--- src/rtl/fp_div_iter.sv ---
// Iterative IEEE-754-style divider: quotient = dividend / divisor.
// Radix-2 restoring mantissa division, one quotient bit per cycle, with
// round-to-nearest-even and special-value handling. Subnormals read as zero.
module fp_div_iter #(
    parameter int EXP_W = 8,
    parameter int MAN_W = 23,
    parameter int W     = 1 + EXP_W + MAN_W
) (
    input  logic         clk,
    input  logic         rst,
    input  logic         start,
    input  logic [W-1:0] dividend,
    input  logic [W-1:0] divisor,
    output logic         busy,
    output logic         done,
    output logic [W-1:0] quotient,
    output logic         div_by_zero,
    output logic         invalid,
    output logic         overflow,
    output logic         underflow
);
    localparam int CW = $clog2(MAN_W + 4);
    localparam logic [CW-1:0]    LAST   = CW'(MAN_W + 2);
    localparam logic [EXP_W+1:0] BIAS_X = {3'b000, {(EXP_W-1){1'b1}}};
    localparam logic [EXP_W+1:0] ALL1_X = {2'b00, {EXP_W{1'b1}}};
    localparam logic [W-1:0]     QNAN   = {1'b0, {EXP_W{1'b1}}, 1'b1, {(MAN_W-1){1'b0}}};

    localparam logic [2:0] S_IDLE     = 3'd0;
    localparam logic [2:0] S_CLASSIFY = 3'd1;
    localparam logic [2:0] S_SPECIAL  = 3'd2;
    localparam logic [2:0] S_DIVIDE   = 3'd3;
    localparam logic [2:0] S_ROUND    = 3'd4;
    localparam logic [2:0] S_FINISH   = 3'd5;

    logic [2:0]       state;
    logic [W-1:0]     a_r, b_r, res;
    logic [3:0]       res_flags;   // {invalid, div_by_zero, overflow, underflow}
    logic [MAN_W+1:0] rem;
    logic [MAN_W+2:0] q;
    logic [CW-1:0]    cnt;

    // operand fields and classes
    logic [EXP_W-1:0] ea, eb;
    logic [MAN_W-1:0] fa, fb;
    logic             sgn, a_zero, b_zero, a_inf, b_inf, a_nan, b_nan;
    assign ea  = a_r[W-2 -: EXP_W];
    assign eb  = b_r[W-2 -: EXP_W];
    assign fa  = a_r[MAN_W-1:0];
    assign fb  = b_r[MAN_W-1:0];
    assign sgn = a_r[W-1] ^ b_r[W-1];
    assign a_zero = (ea == '0);
    assign b_zero = (eb == '0);
    assign a_inf  = (ea == '1) && (fa == '0);
    assign b_inf  = (eb == '1) && (fb == '0);
    assign a_nan  = (ea == '1) && (fa != '0);
    assign b_nan  = (eb == '1) && (fb != '0);

    // special-case result selection in priority order
    logic         is_special;
    logic [W-1:0] spec_res;
    logic [3:0]   spec_flags;
    always_comb begin
        is_special = 1'b1;
        spec_flags = 4'b0000;
        spec_res   = '0;
        if (a_nan || b_nan || (a_zero && b_zero) || (a_inf && b_inf)) begin
            spec_res   = QNAN;
            spec_flags = 4'b1000;
        end else if (b_zero) begin
            spec_res   = {sgn, {EXP_W{1'b1}}, {MAN_W{1'b0}}};
            spec_flags = 4'b0100;
        end else if (a_inf) begin
            spec_res   = {sgn, {EXP_W{1'b1}}, {MAN_W{1'b0}}};
        end else if (a_zero || b_inf) begin
            spec_res   = {sgn, {(W-1){1'b0}}};
        end else begin
            is_special = 1'b0;
        end
    end

    // one restoring step: compare, conditionally subtract, shift
    logic [MAN_W+1:0] den, rem_next;
    logic             ge;
    always_comb begin
        den      = {1'b0, 1'b1, fb};
        ge       = (rem >= den);
        rem_next = (ge ? (rem - den) : rem) << 1;
    end

    // normalise, round to nearest even, and range-check the exponent
    logic [MAN_W-1:0] frac_pre;
    logic [MAN_W:0]   frac_rnd;
    logic             guard, sticky, adj, inc, ovf, unf;
    logic [EXP_W+1:0] e;
    logic [W-1:0]     rnd_res;
    always_comb begin
        if (q[MAN_W+2]) begin
            frac_pre = q[MAN_W+1:2];
            guard    = q[1];
            sticky   = q[0] | (rem != '0);
            adj      = 1'b0;
        end else begin
            frac_pre = q[MAN_W:1];
            guard    = q[0];
            sticky   = (rem != '0);
            adj      = 1'b1;
        end
        inc      = guard & (sticky | frac_pre[0]);
        frac_rnd = {1'b0, frac_pre} + {{MAN_W{1'b0}}, inc};
        e        = {2'b00, ea} - {2'b00, eb} + BIAS_X
                   + {{(EXP_W+1){1'b0}}, frac_rnd[MAN_W]}
                   - {{(EXP_W+1){1'b0}}, adj};
        ovf      = ($signed(e) >= $signed(ALL1_X));
        unf      = ($signed(e) <= $signed({(EXP_W+2){1'b0}}));
        if (ovf)
            rnd_res = {sgn, {EXP_W{1'b1}}, {MAN_W{1'b0}}};
        else if (unf)
            rnd_res = {sgn, {(W-1){1'b0}}};
        else
            rnd_res = {sgn, e[EXP_W-1:0], frac_rnd[MAN_W-1:0]};
    end

    // control FSM and datapath registers; the done cycle is spent in IDLE
    // with busy still high so a start there is not taken
    always_ff @(posedge clk or posedge rst) begin
        if (rst) begin
            state <= S_IDLE;
            busy <= 1'b0; done <= 1'b0; quotient <= '0;
            div_by_zero <= 1'b0; invalid <= 1'b0; overflow <= 1'b0; underflow <= 1'b0;
            a_r <= '0; b_r <= '0; res <= '0; res_flags <= '0;
            rem <= '0; q <= '0; cnt <= '0;
        end else begin
            case (state)
                S_IDLE: begin
                    if (busy) begin
                        busy <= 1'b0;
                        done <= 1'b0;
                    end else if (start) begin
                        a_r <= dividend;
                        b_r <= divisor;
                        busy <= 1'b1;
                        div_by_zero <= 1'b0; invalid <= 1'b0;
                        overflow <= 1'b0; underflow <= 1'b0;
                        state <= S_CLASSIFY;
                    end
                end
                S_CLASSIFY: begin
                    if (is_special) begin
                        res       <= spec_res;
                        res_flags <= spec_flags;
                        state     <= S_SPECIAL;
                    end else begin
                        rem   <= {1'b0, 1'b1, fa};
                        q     <= '0;
                        cnt   <= '0;
                        state <= S_DIVIDE;
                    end
                end
                S_SPECIAL: state <= S_FINISH;
                S_DIVIDE: begin
                    rem <= rem_next;
                    q   <= {q[MAN_W+1:0], ge};
                    cnt <= cnt + 1'b1;
                    if (cnt == LAST) state <= S_ROUND;
                end
                S_ROUND: begin
                    res       <= rnd_res;
                    res_flags <= {2'b00, ovf, unf};
                    state     <= S_FINISH;
                end
                S_FINISH: begin
                    quotient <= res;
                    {invalid, div_by_zero, overflow, underflow} <= res_flags;
                    done  <= 1'b1;
                    state <= S_IDLE;
                end
                default: state <= S_IDLE;
            endcase
        end
    end
endmodule

--- config.mk ---
export PLATFORM = sky130hd
export DESIGN_NAME = fp_div_iter
export DESIGN_NICKNAME = d
export VERILOG_FILES = /design/src/rtl/fp_div_iter.sv
export SDC_FILE = /design/constraint.sdc
export NUM_CORES = 1
export LEC_CHECK = 0
export ABC_AREA = 1
export CAP_MARGIN = 20
export CORE_AREA = 2 2 110 218
export DETAILED_ROUTE_END_ITERATION = 10
export DIE_AREA = 0 0 112 220
export PLACE_DENSITY = 0.85
export SYNTH_ARGS = -nofsm -noshare
export SYNTH_HDL_FRONTEND = slang
export SYNTH_SLANG_ARGS = --single-unit
--- constraint.sdc ---
create_clock -name clk -period 5.9 [get_ports clk]
set_clock_uncertainty 0.2 [all_clocks]
set_input_delay 0.59 -clock clk [delete_from_list [all_inputs] [get_ports clk]]
set_output_delay 0.59 -clock clk [all_outputs]
set_load 0.02 [all_outputs]
==> impl_metrics.prom <==
# TYPE chip_impl_metric gauge
chip_impl_metric{name="grt_start_max_net_pins",unit=""} 85
chip_impl_metric{name="floorplan.die_area",unit="sq um"} 24600
chip_impl_info{name="unrepaired_setup_endpoints_after_global_routing",value="false"} 1
chip_impl_info{name="synth_area_leader_cell",value="sky130_fd_sc_hd__dfrtp_1"} 1
chip_impl_metric{name="site_row_count",unit=""} 79
chip_impl_metric{name="postRouteAntennaNets",unit=""} 0
chip_impl_metric{name="synth_register_bits",unit=""} 197
chip_impl_metric{name="timing.final.crit_share",unit="%"} 83.9
chip_impl_info{name="worst_r2r_src",value="q[25]"} 1
chip_impl_metric{name="post_cts_resized",unit=""} 0
chip_impl_metric{name="wl_per_cell",unit="um"} 16.4
chip_impl_metric{name="edff_count_synth",unit=""} 0
chip_impl_metric{name="area_growth",unit="%"} 15.5
chip_impl_info{name="timing.critical_path.from_type",value="register"} 1
chip_impl_metric{name="final_design_area_no_fill",unit="sq um"} 13900
chip_impl_metric{name="clkLatencyLatePin",unit="ns"} 0.46
chip_impl_metric{name="worst_slew_pin_slew",unit="ns"} 0.965
chip_impl_metric{name="min_delay_path_depth",unit=""} 2
chip_impl_metric{name="critical_path.max_stage_delay",unit="ns"} 0.66
chip_impl_metric{name="timing.slew.headroom",unit="%"} 35.7
chip_impl_metric{name="overflow",unit=""} 0
chip_impl_metric{name="layout.nets",unit=""} 1781
chip_impl_metric{name="finalWorstSetupSlack",unit="ns"} 0.947
chip_impl_metric{name="setup_violations",unit=""} 0
chip_impl_metric{name="critical_path_buf_inv_count",unit=""} 7
chip_impl_metric{name="worst_r2r_path_depth",unit=""} 24
chip_impl_metric{name="powerDensity",unit="nW/um^2"} 620
chip_impl_info{name="crit_path_cell_trace",value="buf_4 > nand2_1 > o21ai_1 > inv_2 > nor2_1 > nand2_1 > inv_1 > nand4_2 > nor4_2 > fa_1 > ha_1 > inv_1 > fa_1 > inv_1 > nand2_1 > nand3_1 > nand2_1 > nand3b_1 > nand2_1 > inv_2 > nand2_1 > nor2_2 > inv_2 > o21ai_0"} 1
chip_impl_metric{name="multi_input_comb_area",unit="sq um"} 5900
chip_impl_metric{name="cap_violations",unit=""} 0
chip_impl_metric{name="antenna_found_initial",unit=""} 0
chip_impl_metric{name="share_of_final_layout_standard_cells_stronger_than_drive_strength_1",unit="%"} 8.63
chip_impl_metric{name="setup_slack_after_placement",unit="ns"} 0.929
chip_impl_metric{name="synth_fa_ha_area_share",unit="%"} 4.94
chip_impl_metric{name="ys.warnings.count",unit=""} 0
chip_impl_metric{name="detailedRoute.firstPassIterationCount",unit=""} 5
chip_impl_metric{name="die_height",unit="um"} 220
chip_impl_metric{name="path_clk_slew",unit="ns"} 0.07
chip_impl_metric{name="simple_gate_area_share_of_the_yosys_netlist",unit="%"} 27.8
chip_impl_info{name="min_path_type",value="register to register"} 1
chip_impl_metric{name="first_global_vias",unit=""} 10472
chip_impl_metric{name="detailroute.via_count",unit=""} 10565
chip_impl_info{name="cts-root-buf",value="sky130_fd_sc_hd__clkbuf_16"} 1
chip_impl_metric{name="netlist_instances",unit=""} 1585
chip_impl_info{name="cpLargestDelayFamily",value="simple AND/OR/NAND/NOR gates"} 1
chip_impl_metric{name="number_of_design_rule_violations_left_after_detail_routing",unit=""} 0
chip_impl_info{name="synth_top_flop_cell",value="sky130_fd_sc_hd__dfrtp_1"} 1
chip_impl_metric{name="grt_usage",unit="%"} 26.9
chip_impl_metric{name="ctsHtreeMaxLevel",unit=""} 4
chip_impl_metric{name="fillers",unit=""} 2055
chip_impl_metric{name="cp_data_arrival_time",unit="ns"} 5.12
chip_impl_info{name="cpMaxStageDelayCell",value="sky130_fd_sc_hd__dfrtp_2"} 1
chip_impl_info{name="clock_tree_from_tritoncts",value="built"} 1
chip_impl_metric{name="maxClockFrequency",unit="GHz"} 0.202
chip_impl_metric{name="finalWorstPathRequiredPeriod",unit="ns"} 4.95
chip_impl_info{name="outcome",value="completed"} 1
chip_impl_metric{name="worst_hold_slack",unit="ns"} 0.287
chip_impl_info{name="timing.setup.critical_path_class",value="register to register"} 1
chip_impl_info{name="main_combinational_cell_family_by_area_after_synthesis",value="simple AND/OR/NAND/NOR gates"} 1
chip_impl_metric{name="portBuffers",unit=""} 104
chip_impl_metric{name="synthArstFlopShare",unit="%"} 100
chip_impl_metric{name="synth_xor_xnor_area_share",unit="%"} 1.90
chip_impl_info{name="critical_path.most_common_cell",value="sky130_fd_sc_hd__nand2_1"} 1
chip_impl_metric{name="vias_per_cell",unit=""} 5.38
chip_impl_metric{name="yosysSeqAreaShare",unit="%"} 41.1
chip_impl_info{name="worst_hold_path.endpoint",value="quotient[1]"} 1
chip_impl_info{name="post_synth_main_area_contributors",value="sky130_fd_sc_hd__dfrtp_1, sky130_fd_sc_hd__nand2_1, sky130_fd_sc_hd__inv_1"} 1
chip_impl_metric{name="die_width",unit="um"} 112
chip_impl_metric{name="detailed_place.area",unit="sq um"} 13200
chip_impl_metric{name="fin_setup_tns",unit="ns"} 0
chip_impl_metric{name="p_leak",unit="uW"} 0.00695
chip_impl_metric{name="path_max_fanout",unit=""} 31
chip_impl_metric{name="dr.first_iter.drc_count",unit=""} 592
chip_impl_metric{name="core",unit="sq um"} 23100
chip_impl_metric{name="max-vdd-ir-drop",unit="uV"} 507
chip_impl_metric{name="dp_hpwl",unit="mm"} 25.2
chip_impl_metric{name="synth_top_area_share",unit="%"} 41.1
chip_impl_metric{name="grt_first_pass_wirelength",unit="mm"} 51.7
chip_impl_metric{name="synth.net_count",unit=""} 1697
chip_impl_metric{name="seq_area",unit="sq um"} 4930
chip_impl_metric{name="pin_count",unit=""} 105
chip_impl_metric{name="synthDistinctLibCells",unit=""} 48
chip_impl_metric{name="worst-endpoint-required",unit="ns"} 6.07
chip_impl_info{name="timing.critical_path.from",value="q[25]"} 1
chip_impl_metric{name="finalHoldViolCount",unit=""} 0
chip_impl_metric{name="yosys-mux-area-fraction",unit="%"} 3.19
chip_impl_metric{name="cts_buffers",unit=""} 17
chip_impl_metric{name="cts_buffer_depth",unit=""} 2
chip_impl_metric{name="post-cts-setup-buffers",unit=""} 0
chip_impl_metric{name="timing.reg2reg.setup_slack",unit="ns"} 0.95
chip_impl_metric{name="initial_utilization",unit="%"} 51.9
chip_impl_metric{name="cts_hold_bufs",unit=""} 0
chip_impl_metric{name="diodes",unit=""} 0
chip_impl_info{name="critical_path.reg2reg.endpoint",value="res[7]"} 1
chip_impl_metric{name="synth_compound_area_share",unit="%"} 11.3
chip_impl_metric{name="report.final.slew_viol_count",unit=""} 0
chip_impl_metric{name="gpl.final_weighted_congestion",unit=""} 0.971
chip_impl_info{name="layout.cells.most_common",value="sky130_fd_sc_hd__nand2_1"} 1
chip_impl_metric{name="post_synth_instance_area",unit="sq um"} 12000
chip_impl_metric{name="drt_wl_total",unit="mm"} 32.2
chip_impl_info{name="commonest_cells_after_routing_fill_and_taps_aside",value="sky130_fd_sc_hd__nand2_1, sky130_fd_sc_hd__inv_1, sky130_fd_sc_hd__dfrtp_1, sky130_fd_sc_hd__nor2_1, sky130_fd_sc_hd__nand3_1"} 1
chip_impl_metric{name="mean_post_synth_cell_area",unit="sq um"} 7.57
chip_impl_metric{name="clock_sinks",unit=""} 197
chip_impl_info{name="min-delay-start",value="quotient[1]"} 1
chip_impl_info{name="setup.worst_path.end_class",value="register"} 1
metal layers:
metal  share of wire, %  up-vias  track usage, %
met3                3.0      124            4.26
met2                 54      265            49.8
met1                 34     4915            26.5
met4                8.5        0            20.5
met5                  0        -               0
li1                   -     5261               -
cell families (layout without fill, tap and decap cells):
group	count (synthesis)	in the layout
XOR/XNOR	26	26
multiplexers	34	34
AND/OR/NAND/NOR	749	749
flip-flops	197	197
AO/OA/AOI/OAI	238	238
buffers and inverters	296	392
adder cells (fa/ha/maj)	45	45
area by class of cell:
type | instances | share of cell area, %
Clock inverter | 12 | 1.26
Multi-Input combinational cell | 1092 | 42.6
Sequential cell | 197 | 35.6
Inverter | 248 | 6.75
Clock buffer | 19 | 3.27
Tap cell | 283 | 2.56
Timing Repair Buffer | 113 | 8.00
through the flow:
step,power [uW],utilization (%),instances
global route,9390,59.9,1964
detailed placement,7280,57.2,1933
floorplan,5980,-,1585
global placement,7180,57.2,1933
finish,8590,59.9,1964
CTS,8570,59.9,1964
power by group:
group | leakage, uW | switching (uW) | internal, uW
sequential | 0.00244 | 261 | 1760
combinational | 0.00420 | 3510 | 1800
clock | 0.000310 | 527 | 730
total | 0.00695 | 4300 | 4290
how the worst max path moves through the flow:
| stage | endpoint | slack, ns | cells after the start |
|---|---|---|---|
| global route | res[18] | 0.44 | 24 |
| floorplan | res[3] | 1.95 | 25 |
| CTS | res[7] | 0.91 | 24 |
| detailed placement | res[7] | 0.93 | 24 |
| finish | res[7] | 0.95 | 24 |
| global placement | res[18] | 1.06 | 24 |
tightest hold or removal path: cells and delay by family, from the launching register on:
family	cells	cell delay, ns
compound gates	1	0.06
simple gates	1	0.05
flops	1	0.34
registers in the layout (all words and copies together), names as in the netlist:
signal       flops
a_r             32
res             32
overflow         1
underflow        1
div_by_zero      1
done             1
quotient        32
state            3
q               26
cnt              5
invalid          1
busy             1
b_r             32
rem             25
res_flags        4
synth_stat cells (all sizes together), types with 16 or more instances:
master  number
clkbuf      27
nor2       182
nand3      120
a21oi       96
xor2        18
o22ai       30
o21ai       95
inv        247
ha          41
dfrtp      197
mux2        34
buf         21
nand4       36
nor3        16
nand2      378
No activity file was read; power rests on OpenSTA's default activity.
